[src/rtl/bin2bcd_pkg.sv]
// bin2bcd_pkg: shared states and constants for the double-dabble converter
package bin2bcd_pkg;
  typedef enum logic [1:0] {IDLE, SHIFT, DONE} state_e;
  localparam int BCD_DIGIT_W = 4;
  localparam int ADD3_THRESH = 5;
  localparam int ADD3_VAL    = 3;
endpackage

[src/rtl/bcd_add3_cell.sv]
// bcd_add3_cell: per-digit add-3 correction applied before each double-dabble shift
module bcd_add3_cell
  import bin2bcd_pkg::*;
(
  input  logic [BCD_DIGIT_W-1:0] in_i,
  output logic [BCD_DIGIT_W-1:0] out_o
);
  assign out_o = (in_i >= BCD_DIGIT_W'(ADD3_THRESH)) ? in_i + BCD_DIGIT_W'(ADD3_VAL) : in_i;
endmodule

[src/rtl/bin2bcd_seq.sv]
// bin2bcd_seq: sequential binary-to-BCD converter; BIN2BCD_BLANK_EN adds leading-zero blank flags
module bin2bcd_seq
  import bin2bcd_pkg::*;
#(
  parameter int WIDTH  = 8,
  parameter int DIGITS = 3
) (
  input  logic                          clk,
  input  logic                          rst_n,
  input  logic                          start,
  input  logic [WIDTH-1:0]              bin,
  output logic                          busy,
  output logic                          done,
  output logic [BCD_DIGIT_W*DIGITS-1:0] bcd,
  output logic [DIGITS-1:0]             blank
);
  localparam int SW = BCD_DIGIT_W * DIGITS;
  localparam int CW = $clog2(WIDTH + 1);
  if (10**DIGITS <= 2**WIDTH - 1) begin : g_bad_params
    $error("bin2bcd_seq: DIGITS too small to hold 2**WIDTH-1");
  end
  state_e         state_q, state_d;
  logic [WIDTH-1:0] shift_q, shift_d;
  logic [SW-1:0]  scratch_q, scratch_d, adj;
  logic [CW-1:0]  count_q, count_d;
  logic [SW-1:0]  bcd_q, bcd_d;
  logic           load;
  for (genvar g = 0; g < DIGITS; g++) begin : g_cell
    bcd_add3_cell u_cell (
      .in_i  (scratch_q[g*BCD_DIGIT_W +: BCD_DIGIT_W]),
      .out_o (adj[g*BCD_DIGIT_W +: BCD_DIGIT_W])
    );
  end
  assign load = (state_q == SHIFT) && (count_q == CW'(WIDTH - 1));
  // next-state: accept in IDLE/DONE, correct-then-shift in SHIFT, publish on the final shift
  always_comb begin
    state_d   = state_q;
    shift_d   = shift_q;
    scratch_d = scratch_q;
    count_d   = count_q;
    bcd_d     = bcd_q;
    if (state_q != SHIFT && start) begin
      state_d   = SHIFT;
      shift_d   = bin;
      scratch_d = '0;
      count_d   = '0;
    end else if (state_q == DONE) begin
      state_d = IDLE;
    end else if (state_q == SHIFT) begin
      {scratch_d, shift_d} = {adj[SW-2:0], shift_q, 1'b0};
      count_d = count_q + CW'(1);
      state_d = load ? DONE : SHIFT;
      bcd_d   = load ? scratch_d : bcd_q;
    end
  end
  // state and datapath registers, cleared asynchronously so an abort leaves bcd at zero
  always_ff @(posedge clk or negedge rst_n) begin
    if (!rst_n) begin
      state_q   <= IDLE;
      shift_q   <= '0;
      scratch_q <= '0;
      count_q   <= '0;
      bcd_q     <= '0;
    end else begin
      state_q   <= state_d;
      shift_q   <= shift_d;
      scratch_q <= scratch_d;
      count_q   <= count_d;
      bcd_q     <= bcd_d;
    end
  end
  assign busy = (state_q == SHIFT);
  assign done = (state_q == DONE);
  assign bcd  = bcd_q;
`ifdef BIN2BCD_BLANK_EN
  logic [DIGITS-1:0] blank_q, blank_d;
  logic              zero_run;
  // digit i blanks when it and every higher digit are zero; digit 0 always shows
  always_comb begin
    blank_d  = '0;
    zero_run = 1'b1;
    for (int i = DIGITS - 1; i >= 1; i--) begin
      zero_run   = zero_run & (bcd_d[i*BCD_DIGIT_W +: BCD_DIGIT_W] == '0);
      blank_d[i] = zero_run;
    end
  end
  // blank flags track bcd, changing only when a result is published
  always_ff @(posedge clk or negedge rst_n) begin
    if (!rst_n) blank_q <= '0;
    else        blank_q <= load ? blank_d : blank_q;
  end
  assign blank = blank_q;
`else
  assign blank = '0;
`endif
endmodule

[config.mk]
export PLATFORM = sky130hd
export DESIGN_NAME = bin2bcd_seq
export DESIGN_NICKNAME = d
export VERILOG_FILES = /design/src/rtl/bin2bcd_pkg.sv /design/src/rtl/bcd_add3_cell.sv /design/src/rtl/bin2bcd_seq.sv
export SDC_FILE = /design/constraint.sdc
export NUM_CORES = 1
export LEC_CHECK = 0
export ABC_AREA = 0
export BUFFER_PORTS_ARGS = -buffer_cell sky130_fd_sc_hd__buf_2
export CAP_MARGIN = 20
export CORE_ASPECT_RATIO = 1.5
export CORE_MARGIN = 4
export CORE_UTILIZATION = 45
export DETAILED_ROUTE_END_ITERATION = 6
export GPL_ROUTABILITY_DRIVEN = 0
export HOLD_SLACK_MARGIN = 0.1
export PLACE_DENSITY = 0.74
export SKIP_LAST_GASP = 1
export SYNTH_ARGS = -nofsm -noshare
export SYNTH_HDL_FRONTEND = slang
export SYNTH_SLANG_ARGS = --single-unit
[constraint.sdc]
create_clock -name clk -period 3.3 [get_ports clk]
set_input_delay 0.66 -clock clk [delete_from_list [all_inputs] [get_ports clk]]
set_output_delay 0.66 -clock clk [all_outputs]
set_load 0.02 [all_outputs]
### After elaboration in Yosys (flattened, before gate mapping)

Cells that the tools add are included.

* word-level logic and storage cells: 41
* input bits: 11
* register bits: 38
* output and inout bits: 17

* reduce and logical (&&, ||, !) cells: 6
* magnitude comparators: 3
* eq/ne operators: 5
* bitwise operators: 2
* muxes and demuxes: 16
* add/subtract/negate cells: 4

Operators with widths (number)
* $mux 12: 3
* $mux 8: 3
* $mux 4: 5
* $ge 4x3->1 const B: 3
* $add 4x2->4 const B: 2
* $mux 2: 4
* $add 4x1->4 const B: 1
* $eq 4x3->1 const B: 1
* $ne 2x1->1 const B: 2
* $reduce_and 4->1: 1
* $add 3x2->3 const B: 1
* $mux 3: 1
* $reduce_bool 3->1: 1
* $eq 2x1->1 const B: 1
* $eq 2x2->1 const B: 1
* $logic_and 1x1->1: 2
* $not 1->1: 2
* $reduce_and 2->1: 1
* $reduce_bool 2->1: 1

### Longest topological paths before layout

* depth after elaboration: 6
* gate-level depth with buffers: 8

### Hierarchy

From an unflattened synthesis, not the netlist that was laid out.

* cell total of the unflattened synthesis: 168
* area, all modules: 1924.3 um^2

By module, submodules not included
* bin2bcd_seq: times used 1, area each 1620.3 um^2, seq. area each 950.9 um^2, cells an instance 120
* bcd_add3_cell: times used 3, area each 101.3 um^2, seq. area each 0.0 um^2, cells an instance 16

### Least setup slack after synthesis

Ideal clock, no wire load.

* path type: reg2reg
* from: reg state_q[1]
* to: reg bcd_q[0] (netlist: bcd[0])
* buffers on the path: 0
* arrival: 1.504 ns
* data required time: 3.175 ns
* period minus slack after synthesis: 1.629 ns
* cell stages (with the launch flop): 6
* setup slack: 1.671 ns
* cell sequence: dfrtp_1 > inv_1 > ha_1 > nand4b_2 > nor2_4 > mux2_2

* elaborated cells on any way between the ends: 8
* those cells by class: 3 x eq/ne; 2 x bitwise; 3 x reduce/logical

RTL lines
* start, declared: RTL line bin2bcd_seq.sv:22 `state_e state_q, state_d;`
* start signal, assigned: RTL line bin2bcd_seq.sv:65 `state_q <= state_d;`
* $eq 2x1->1 *
* net busy: RTL line bin2bcd_seq.sv:12 `output logic busy,`
* $logic_and 1x1->1: RTL line bin2bcd_seq.sv:34 `assign load = (state_q == SHIFT) && (count_q == CW'(WIDTH - 1));`
* $reduce_and 4->1 (no line) *
* end signal, assigned: RTL line bin2bcd_seq.sv:63 `bcd_q <= '0;`
* end signal, assigned: RTL line bin2bcd_seq.sv:69 `bcd_q <= bcd_d;`
* end, declared: RTL line bin2bcd_seq.sv:26 `logic [SW-1:0] bcd_q, bcd_d;`

Mark *: on every way through the listed nets, which the timed path passes. The rest lies on a longest branch.
A chain may end at the register's enable or synchronous reset.

### Worst setup path after layout

* from: reg state_q[0]
* to: out done

* longest elaborated chain between the ends: 1

Ends and longest elaborated chain
* $eq 2x2->1: RTL line bin2bcd_seq.sv:73 `assign done = (state_q == DONE);`
* end, declared: RTL line bin2bcd_seq.sv:13 `output logic done,`

Every way passes these cells.

==> out/results.ini <==
[clock_network]
cts_setup_buffers = 0
clk_latency_ps = 290
htree_levels = 2
cts_resized = 0
cts-root-buf = clkbuf_8
numCtsBuffers = 5
cts_buffer_depth = 2
cts_sinks = 38
hold_buffers = 0
cts_tree = built
clkTransAtPathRegs_ps = 60

[placement]
io_buffer_count = 24
placed_cells = 237
post-dp-hpwl_mm = 2.289

[synthesis]
ys_seq_area_share_pct = 50.50
syn_area_per_cell_um2 = 10.82
yosys_warnings = 0
ys_ff_latch = 38
syn_area_um2 = 1883
synth.distinct_cells = 26
synth_cells = 174

[setup_path]
setup.worst_path.start_class = register
r2r_end = bcd[0]
crit_arrival_ps = 1210
worst_path_max_delay_cell = dfrtp_1
rr_startpoint = state_q[1]
r2r_cells = 5
crit_chain = inv_1, ha_1, buf_2
cp_max_fo = 5
crit_path_end_kind = output port
slowest_delay_ps = 400
startpoint = state_q[0]
crit_type = register to output port
crit_end = done
r2r_setup_slack_ps = 1480
required_ps = 2640

[timing]
fin_tns_setup_ps = 0
relSlewSlack_pct = 43.68
rsz0062_at_grt = false
finalHoldViolations = 0
slew_violations = 0
fin_crit_sh_pct = 56.54
period_minus_slack_ps = 1866
clock-skew-final_ps = 8.334
setup_violations = 0
tightest_slew_ps = 844.8
fmax_ghz = 0.5360

[detailed_routing]
num_vias = 1320
drt-wirelength-per-cell_um = 13.77
first_iter_violations = 35
routed_via_density = 5.410
dr.pass1.iters = 4
ant_nets = 0
drc = 0
routed_wl_mm = 3.360

[finish]
nets = 219
mostFrequentLayoutCells = 38 x dfrtp_1, 24 x buf_2, 23 x nand2_1
fin_cells = 244
n_fill_cell = 396
n_antenna_cell = 0
area_growth_syn_to_layout_pct = 10.50
final_common_cell = dfrtp_1
drive_above_1_share_pct = 25.13

[floorplan]
coreArea_um2 = 3994
fp.dieW_um = 60.82
die_area_um2 = 5305
ios = 28
start_util_pct = 47.15
rows = 28
fp.dieH_um = 87.23

[pwr]
power.density_nw_per_um2 = 1070
irDropWorstVdd_mv = 0.5322
leakagePower_nw = 1.014

[global_routing]
grt_pass1_wl_mm = 5.947
overflow = 0
grt_pass1_vias = 1346
grt.total_usage_pct = 14.90
grt_max_degree = 39
antenna_found_initial = 0

[run_status]
outcome = finished clean

[hold_path]
hp-class = primary input to asynchronous set/reset pin

[run]
cap_violations = 0

## registers in the layout, summed over array words and instances (netlist names)
| signal | cells |
|---|---|
| scratch_q | 12 |
| state_q | 2 |
| bcd | 12 |
| count_q | 4 |
| shift_q | 8 |
## how the worst min path moves through the flow
stage                          start          to  slack (ps)  depth (start not counted)
after floorplan                rst_n      bcd[0]         360                          0
after global placement    shift_q[2]  shift_q[2]         460                          2
after detailed placement  shift_q[2]  shift_q[2]         460                          2
after CTS                 shift_q[2]  shift_q[2]         480                          2
after global routing      shift_q[2]  shift_q[3]         510                          2
final                          rst_n  state_q[1]         480                          1
## synth_stat cells
cell | number | share of area [%]
o21ai_0 | 9 | 2.4
mux2i_1 | 4 | 2.1
mux2_2 | 7 | 4.2
xnor2_1 | 4 | 1.9
a21oi_2 | 7 | 3.3
nor2_1 | 9 | 1.8
a21oi_1 | 6 | 1.6
a22o_1 | 9 | 4.2
and2b_4 | 1 | 0.53
nor3b_1 | 5 | 2.0
nand2_1 | 23 | 4.6
ha_1 | 9 | 6.0
buf_2 | 1 | 0.27
inv_1 | 8 | 1.6
nor3_1 | 3 | 0.80
buf_4 | 6 | 2.4
nand4b_2 | 1 | 0.80
nor2_4 | 2 | 1.2
nand2b_1 | 5 | 1.7
nand3_1 | 4 | 1.1
dfrtp_1 | 38 | 50
buf_6 | 2 | 1.2
conb_1 | 1 | 0.20
nor2b_1 | 1 | 0.33
nand4_1 | 1 | 0.33
a22oi_1 | 8 | 3.2
## per-stage QoR
step | setup WS [ps] | power [mW] | instance area [um2] | hold slack, ps | util (%)
after floorplan | 1671 | 1.718 | 1891 | 364.4 | -
after global placement | 1496 | 1.915 | 2002 | 462.3 | 50.13
after detailed placement | 1469 | 1.954 | 2002 | 463.5 | 50.13
after CTS | 1420 | 2.261 | 2081 | 480.0 | 52.10
after global routing | 1311 | 2.429 | 2081 | 514.2 | 52.10
final | 1434 | 2.227 | 2081 | 478.0 | 52.10
## where the power goes
| group | internal [mW] | leakage [nW] | switching [mW] |
|---|---|---|---|
| Sequential | 0.684 | 0.472 | 0.166 |
| Clock | 0.142 | 0.0438 | 0.154 |
| Combinational | 0.466 | 0.498 | 0.615 |
## layer usage
layer / track usage (%) / wire [um]
met1: 17.26 / 1389
met2: 25.02 / 1761
met3: 3.709 / 141
met4: 7.101 / 68
met5: 0 / 0
## worst max-delay path: cells and delay by family (launching register included)
kind                     cells  cell delay [ps]
flip-flops                   1              400
adder cells (fa/ha/maj)      1              260
buffers and inverters        2              270
## final cells by class
type	instances	area, um2	area share, %
clock buffers	5	68.82	3.307
clock inverters	2	10.01	0.4811
inverters	8	30.03	1.443
multi-input cells	121	837.1	40.23
flip-flops and latches	38	950.9	45.70
well taps	45	56.30	2.706
repair buffers	25	127.6	6.133
## logic make-up (layout without fill, tap and decap cells)
kind of cell | Yosys count | count (layout) | synth area share, %
buffers and inverters | 17 | 40 | 5.448
muxes | 11 | 11 | 6.313
DFF | 38 | 38 | 50.50
AOI/OAI and AO/OA | 39 | 39 | 14.62
adders and majority gates | 9 | 9 | 5.980
other | 1 | 3 | 0.1991
xor gates and xnor gates | 4 | 4 | 1.860
and+or+nand+nor | 55 | 55 | 15.08
Power figures use the tool's default switching activity.
